## src/rtl/mem_arbiter.sv

```systemverilog
// Two-port round-robin arbiter sharing one memory between the core and a DMA/loader port.
// Define ARB_STATS_EN to add saturating grant/conflict counters.
module mem_arbiter #(
  parameter int AW        = 32,
  parameter int DW        = 32,
  parameter int MAX_BURST = 4
) (
  input  logic          clk_i,
  input  logic          rst_ni,
  input  logic          cpu_req_i,
  input  logic          cpu_we_i,
  input  logic [AW-1:0] cpu_adr_i,
  input  logic [DW-1:0] cpu_wdata_i,
  output logic [DW-1:0] cpu_rdata_o,
  output logic          cpu_ready_o,
  input  logic          dma_req_i,
  input  logic          dma_we_i,
  input  logic [AW-1:0] dma_adr_i,
  input  logic [DW-1:0] dma_wdata_i,
  output logic [DW-1:0] dma_rdata_o,
  output logic          dma_ready_o,
  output logic [AW-1:0] mem_adr_o,
  output logic [DW-1:0] mem_wdata_o,
  output logic          mem_we_o,
  input  logic [DW-1:0] mem_rdata_i,
`ifdef ARB_STATS_EN
  output logic [15:0]   cpu_grants_o,
  output logic [15:0]   dma_grants_o,
  output logic [15:0]   conflicts_o,
`endif
  output logic [1:0]    owner_o
);

  typedef enum logic [1:0] {
    ST_IDLE = 2'b00,
    ST_CPU  = 2'b01,
    ST_DMA  = 2'b10
  } state_e;

  localparam logic [4:0] MAX_B = 5'(MAX_BURST);

  state_e     state_q, state_d;
  logic [3:0] burst_q, burst_d;
  logic       last_dma_q, last_dma_d;

  logic       own_req, oth_req;
  state_e     other_st;

  always_ff @(posedge clk_i or negedge rst_ni) begin
    if (!rst_ni) begin
      state_q    <= ST_IDLE;
      burst_q    <= 4'd0;
      last_dma_q <= 1'b1;
    end else begin
      state_q    <= state_d;
      burst_q    <= burst_d;
      last_dma_q <= last_dma_d;
    end
  end

  always_comb begin
    state_d    = state_q;
    burst_d    = burst_q;
    last_dma_d = last_dma_q;
    own_req    = (state_q == ST_CPU) ? cpu_req_i : dma_req_i;
    oth_req    = (state_q == ST_CPU) ? dma_req_i : cpu_req_i;
    other_st   = (state_q == ST_CPU) ? ST_DMA : ST_CPU;
    case (state_q)
      ST_IDLE: begin
        burst_d = 4'd0;
        if (cpu_req_i && dma_req_i) state_d = last_dma_q ? ST_CPU : ST_DMA;
        else if (cpu_req_i)         state_d = ST_CPU;
        else if (dma_req_i)         state_d = ST_DMA;
      end
      ST_CPU, ST_DMA: begin
        if (own_req) begin
          // >= rather than == so a count saturated while the other port was idle still hands over.
          if (oth_req && ({1'b0, burst_q} + 5'd1 >= MAX_B)) begin
            state_d    = other_st;
            burst_d    = 4'd0;
            last_dma_d = (state_q == ST_DMA);
          end else if ({1'b0, burst_q} < MAX_B) begin
            burst_d = burst_q + 4'd1;
          end
        end else begin
          burst_d = 4'd0;
          state_d = oth_req ? other_st : ST_IDLE;
        end
      end
      default: begin
        state_d = ST_IDLE;
        burst_d = 4'd0;
      end
    endcase
  end

  // Datapath mux follows the registered owner; a non-owner sees no ready and zero data.
  always_comb begin
    mem_adr_o   = '0;
    mem_wdata_o = '0;
    mem_we_o    = 1'b0;
    cpu_rdata_o = '0;
    dma_rdata_o = '0;
    cpu_ready_o = 1'b0;
    dma_ready_o = 1'b0;
    case (state_q)
      ST_CPU: begin
        mem_adr_o   = cpu_adr_i;
        mem_wdata_o = cpu_wdata_i;
        mem_we_o    = cpu_req_i & cpu_we_i;
        cpu_ready_o = cpu_req_i;
        cpu_rdata_o = mem_rdata_i;
      end
      ST_DMA: begin
        mem_adr_o   = dma_adr_i;
        mem_wdata_o = dma_wdata_i;
        mem_we_o    = dma_req_i & dma_we_i;
        dma_ready_o = dma_req_i;
        dma_rdata_o = mem_rdata_i;
      end
      default: ;
    endcase
  end

  assign owner_o = state_q;

`ifdef ARB_STATS_EN
  logic [2:0] stat_inc;

  assign stat_inc[0] = cpu_ready_o;
  assign stat_inc[1] = dma_ready_o;
  assign stat_inc[2] = (cpu_req_i && state_q != ST_CPU) || (dma_req_i && state_q != ST_DMA);

  generate
    for (genvar gi = 0; gi < 3; gi++) begin : g_stat
      logic [15:0] cnt_q;
      always_ff @(posedge clk_i or negedge rst_ni) begin
        if (!rst_ni)                               cnt_q <= 16'd0;
        else if (stat_inc[gi] && cnt_q != 16'hFFFF) cnt_q <= cnt_q + 16'd1;
      end
    end
  endgenerate

  assign cpu_grants_o = g_stat[0].cnt_q;
  assign dma_grants_o = g_stat[1].cnt_q;
  assign conflicts_o  = g_stat[2].cnt_q;
`endif

endmodule
```

## config.mk

```make
export PLATFORM = sky130hd
export DESIGN_NAME = mem_arbiter
export DESIGN_NICKNAME = d
export VERILOG_FILES = /design/src/rtl/mem_arbiter.sv
export SDC_FILE = /design/constraint.sdc
export NUM_CORES = 1
export LEC_CHECK = 0
export BUFFER_PORTS_ARGS = -buffer_cell sky130_fd_sc_hd__buf_2
export CAP_MARGIN = 20
export CORE_AREA = 4 4 115 117
export DETAILED_ROUTE_END_ITERATION = 16
export DIE_AREA = 0 0 119 121
export PLACE_DENSITY = 0.53
export SETUP_SLACK_MARGIN = 0.05
export SLEW_MARGIN = 15
export SYNTH_ARGS = -nofsm -noshare
export SYNTH_HDL_FRONTEND = slang
export SYNTH_SLANG_ARGS = --single-unit
```

## constraint.sdc

```tcl
create_clock -name clk_i -period 2.65 [get_ports clk_i]
set_clock_uncertainty 0.05 [all_clocks]
set_input_delay 0.1325 -clock clk_i [delete_from_list [all_inputs] [get_ports clk_i]]
set_output_delay 0.1325 -clock clk_i [all_outputs]
set_load 0.005 [all_outputs]
```

; Word level (Yosys, flattened, before mapping)
; Cells that the tools add are included.
[word_totals]
regBits = 7
input_bits = 166
out_inout_bits = 133
elab_cells = 42
[classes]
add_sub_neg = 2
order_cmp = 2
n_eq_ne = 5
mux = 22
bitwise = 2
reduce_logical = 6
[ops]
columns = cell, n
row1 = one-hot mux 32 bit (2 select lines), 2
row2 = two-way mux 32 bit, 2
row3 = two-way mux 2 bit, 8
row4 = two-way mux 4 bit, 4
row5 = != test 4 bit (second input constant), 2
row6 = adder 4 x 1 -> 5 bit (second input constant), 1
row7 = greater-or-equal comparator 5 x 3 -> 1 bit (second input constant), 1
row8 = adder 4 x 1 -> 4 bit (second input constant), 1
row9 = < comparator 4 x 3 -> 1 bit (second input constant), 1
row10 = two-way mux 1 bit, 4
row11 = one-hot mux 2 bit (2 select lines), 1
row12 = != test 3 bit (second input constant), 1
row13 = AND reduction 3 bit, 1
row14 = bitwise AND 1 bit, 2
row15 = equality test 2 x 1 -> 1 bit (second input constant), 1
row16 = equality test 2 bit (second input constant), 1
row17 = logical AND 1 bit, 2
row18 = logical NOT 2 bit, 1
row19 = one-hot mux 1 bit (2 select lines), 1
row20 = AND reduction 2 bit, 1
row21 = OR reduction 2 bit, 1

; Depth between registers and ports, before layout
[depth]
word_depth = 6
mapped_depth = 7
depth_no_buf = 6

; Least setup slack after synthesis
; No wires, ideal clock.
[synth_path]
path_kind = register to output
from = register state_q[0], in the netlist owner_o[0]
to = output mem_adr_o[0]
t_arrival_ns = 1.490
required_time_ns = 2.467
path_slack_ns = 0.977
stages_incl_launch_ff = 7
path_buffers = 2
path_cell_list = dfrtp_1 -> inv_1 -> ha_1 -> and2_1 -> buf_2 -> buf_2 -> a22o_1
[synth_via]
elab_chain_cells = 2
word_cells_on_any_way = 3
classes_between = eq/ne: 2 / mux: 1
[synth_rtl]
columns = element, line_no
row1 = "start, declared", 42  ; state_e state_q, state_d;
row2 = "start signal, assigned", 55  ; state_q <= state_d;
row3 = equality test 2 bit or equality test 2 x 1 -> 1 bit (tied branches), 106  ; case (state_q)
row4 = one-hot mux 32 bit (2 select lines) (*), 106
row5 = "end, declared", 22  ; output logic [AW-1:0] mem_adr_o,
; Every way passes the cells marked *; elsewhere a longest branch is shown, timed or not.

; Worst setup path in the final report
[layout_path]
from = register state_q[0], in the netlist owner_o[0]
to = output mem_wdata_o[30]
[layout_via]
elab_chain_cells = 2
word_cells_on_any_way = 3
classes_between = eq/ne: 2 / mux: 1
[layout_rtl]
columns = element, line_no
row1 = equality test 2 bit or equality test 2 x 1 -> 1 bit (tied branches), 106
row2 = one-hot mux 32 bit (2 select lines) (*), 106
row3 = "end, declared", 23  ; output logic [DW-1:0] mem_wdata_o,
; Marks and branches as above.

==> flow_results.org <==
** Outcome
- Status :: finished clean

** Floorplan
- The floorplan has 41 rows.
- In this run the vertical extent of the chip is 121 um.
- The initial utilization of the core area, before any placement, comes to 12.57%.
- Core area :: 12,360 um2
- Top-level I/O count :: 299
- Measured along the x axis, the die boundary spans 119 um.
- Floorplan die area :: 14,400 um2

** CTS
- Clock-pin slew was measured on the worst setup and hold paths at 0.04 ns.
- TritonCTS built the clock tree.
- CTS Hold Bufs :: 1
- Once the clock tree was built, the resizer swapped 0 gates to a different size.
- In this run, CTS created clock tree buffers numbering 3.
- Buffers added to address setup during post-CTS repair amount to 0.
- H-tree levels :: 1
- CTS Buffer Depth :: 2
- TritonCTS Sinks :: 7
- Cell chosen for the clock root :: sky130_fd_sc_hd__clkbuf_16
- The later pin in the worst-skew pair is clocked with a latency of 0.23 ns.

** Logic synthesis
- In this run, synthesis inferred 0 flip-flops with an integrated enable.
- In the synthesized netlist the async set-or-reset flop fraction comes to 100.0%.
- Share of synthesized cell area in and, or, nand and nor gates :: 33.49%
- Complex-gate fraction of the synthesized area :: 40.26%
- Number of nets produced by synthesis :: 375
- Average cell area after synthesis :: 7.655 um2
- Synth warn :: 0
- Sorting the synthesized cells by area gives the leading types as sky130_fd_sc_hd__a22o_1 (36%), sky130_fd_sc_hd__and2_1 (27%), sky130_fd_sc_hd__dfrtp_1 (9.7%).
- Post-synthesis share of cell area spent on xor and xnor gates :: 0.5636%
- Number of instances in the synthesized netlist :: 203
- Among all flip-flop cells after synthesis, the most frequent one is sky130_fd_sc_hd__dfrtp_1.
- In this run, synthesis produced a sequential element count of 7.
- The synthesized netlist devotes 4.831% of its cell area to adder and majority cells.
- The synthesized netlist occupies a cell area of 1554 um2.
- After synthesis, the share of cell area in mux cells is 2.818%.
- After synthesis, the largest family of logic cells by area is compound AO/OA/AOI/OAI gates.
- Largest area contributor in the netlist :: sky130_fd_sc_hd__a22o_1
- Summed over its instances, the top area cell type makes up 36.07% of the synthesized netlist area.
- Unique cell type count in the Yosys netlist :: 25
- For this run, the register share of the synthesized area comes to 11.35%.

** Cells and area
- After the flow finishes, the layout carries non-filler instances totaling 662.
- Final net count :: 663
- The repair_antennas step left the layout with diodes totalling 0.
- After filler insertion, the fill cell instance count of the layout stands at 1,365.
- The post-route netlist has 63.27% of its cells at a drive strength greater than 1.
- Summing all non-filler instances in the final layout gives an area of 3314 um2.
- The library cells used most frequently in the layout, excluding fill and tap cells, are sky130_fd_sc_hd__buf_2 (298), sky130_fd_sc_hd__and2_1 (66), sky130_fd_sc_hd__a22o_1 (64).
- The library cell used most frequently in the layout, excluding fill and tap cells, is sky130_fd_sc_hd__buf_2.
- Area growth from synthesis to final layout :: 113.3%

** Power and ir drop
- Of the total power, the share spent switching nets is 44.18%.
- NetSw :: 1110 uW
- The share of total power dissipated in the clock network is 10.2%.
- Sequential cells account for 6.6% of the total power.
- For this design the static power due to leakage is 0.002059 uW.
- For this design the ratio of total power to cell area is 758.2 nW/um2.
- Internal power :: 1403 uW
- Peak supply drop :: 367.2 uV
- Combinational cells account for 83.3% of the total power.

** Worst setup path
- Crit-path max FO :: 65
- Highest-delay cell along the critical path :: sky130_fd_sc_hd__dfrtp_1
- The worst setup path is captured at an output port.
- Data on the critical path is required at its endpoint by 2.47 ns.
- Data on the critical path arrives at its endpoint at 1.91 ns.
- Together, buffers and inverters on the worst path number 3.
- Walking the worst path, the cells encountered are inv_1, ha_1, and2_2, buf_12, a22o_1, buf_2.
- Critical path class :: reg -> out
- Counting cells, the worst reg-to-reg path comes to 7.
- CP top delay family :: flip-flops
- The critical path runs through a total of 6 cells.
- The worst setup path is launched from a flop.
- On the worst path, the slowest cell contributes a delay of 0.40 ns.

** STA
- Setup total negative slack on the finished layout was measured at 0 ns.
- Endpoints failing hold :: 0
- Worst Setup Slack, final :: 0.5543 ns
- Post-route minimum period :: 2.096 ns
- Fin. max-slew vios :: 0
- Worst relative slew slack :: 80.91%
- Maximum clock frequency :: 0.4772 GHz
- Setup repair after global routing left no endpoint under its margin.
- Worst slew pin tran :: 0.2819 ns
- Final number of setup-violating endpoints :: 0
- In the finished design, the share of the clock period the worst path needs comes to 79.08%.

** Route
- The final layout contains routed wiring with a total length of 9.569 mm.
- DRC violation count after routing :: 0
- Summing over every cut layer, the via total after detailed routing is 2,715.
- Dividing the detail-routed wire length by the instance count gives 14.45 um.
- First DRT Iteration DRCs :: 139
- Once detail routing completed, the nets flagged for antenna violations numbered 0.
- First-pass iteration count of the detailed router :: 4
- Post-DR vias/cell :: 4.101

** GRT
- For this run the aggregate overflow at the end of global routing stands at 0.
- The number of global-route vias before repair was 2,671.
- The first global-routing pass estimated 14.30 mm of wire.
- Entering global routing, the biggest net connects 68 pins.
- Gr usage total :: 12.00%
- Initial antenna violation count :: 1

** Place
- The count of buffers added on input and output ports is 298.
- Once placement completed, the tool counted placed cells totaling 657.
- At the end of routability-driven placement, the weighted congestion stood at 0.8892.
- Before CTS, the worst setup slack after placement is 0.6832 ns.
- Summed over all nets, the half-perimeter wirelength after detailed placement is 8.093 mm.
- Summing all placed instances gives a cell area of 3226 um2.

** Run
- Max-Cap Viols :: 0

** Hold path
- Worst hold-check path type :: in -> async
==> power by group through the flow <==
stage                     sequential, uW  combinational [uW]  clock [uW]
after floorplan                      162                1130           0
after global placement               161                2100           0
after detailed placement             166                2110           0
after CTS                            166                2130         266
after global routing                 169                2310         272
final                                165                2090         256
==> logic make-up (layout without fill, tap and decap cells) <==
logic type                 Yosys count  after routing
xor gates and xnor gates             1              1
muxes                                4              4
buffers and inverters               23            310
adders and majority gates            6              6
DFF                                  7              7
and+or+nand+nor                     88             88
AOI/OAI and AO/OA                   74             74
==> per-stage QoR <==
| step | util, % | hold WS [ns] | total power, uW |
|---|---|---|---|
| 5_1_grt | 26.81 | 0.2306 | 2747 |
| 4_1_cts | 26.81 | 0.2202 | 2561 |
| 3_5_place_dp | 26.09 | -0.07071 | 2279 |
| 6_report | 26.81 | 0.2150 | 2513 |
| 2_1_floorplan | - | -0.2131 | 1295 |
| 3_3_place_gp | 26.09 | -0.07309 | 2265 |
==> Yosys cell counts (2+ instances only) <==
cell type	n
sky130_fd_sc_hd__and2_1	68
sky130_fd_sc_hd__ha_1	6
sky130_fd_sc_hd__a22o_1	64
sky130_fd_sc_hd__buf_2	11
sky130_fd_sc_hd__nand2_1	5
sky130_fd_sc_hd__o21ai_0	2
sky130_fd_sc_hd__mux2_1	3
sky130_fd_sc_hd__clkbuf_1	8
sky130_fd_sc_hd__nand3_1	2
sky130_fd_sc_hd__nor2b_1	4
sky130_fd_sc_hd__dfrtp_1	6
sky130_fd_sc_hd__inv_1	3
sky130_fd_sc_hd__nor2_1	6
sky130_fd_sc_hd__a21oi_1	4
==> metal layers <==
metal	up-vias	routed length [um]	track usage, %
met2	139	4693	20.52
met1	1252	3920	15.40
met3	11	795	2.984
met5	-	13	0
met4	2	146	2.245
li1	1311	-	-
==> sequential cells by signal, summed over array words and instances, names as in the netlist <==
signal and count:
burst_q 4, owner_o 2, last_dma_q 1
==> final timing paths <==
path / slack (ns) / end / from
max: 0.55 / mem_wdata_o[30] / owner_o[0]$_DFFE_PN0P_
min: 0.21 / burst_q[3]$_DFFE_PN0P_ / rst_ni
max reg2reg: 0.71 / owner_o[1]$_DFFE_PN0P_ / owner_o[0]$_DFFE_PN0P_
min reg2reg: 0.50 / burst_q[3]$_DFFE_PN0P_ / burst_q[3]$_DFFE_PN0P_
max in group asynchronous: 2.10 / last_dma_q$_DFFE_PN1P_ / rst_ni
min in group clk_i: 0.37 / owner_o[0]$_DFFE_PN0P_ / cpu_req_i
==> layout make-up <==
cell class                 count  area [um2]  area share [%]
timing repair buffer         303        1556           46.96
multi-input combinational    173        1276           38.50
tap                          172       215.2           6.493
sequential                     7       176.4           5.323
clock buffer                   4       78.83           2.378
inverter                       3       11.26          0.3398
(Power assumes the default switching activity.)
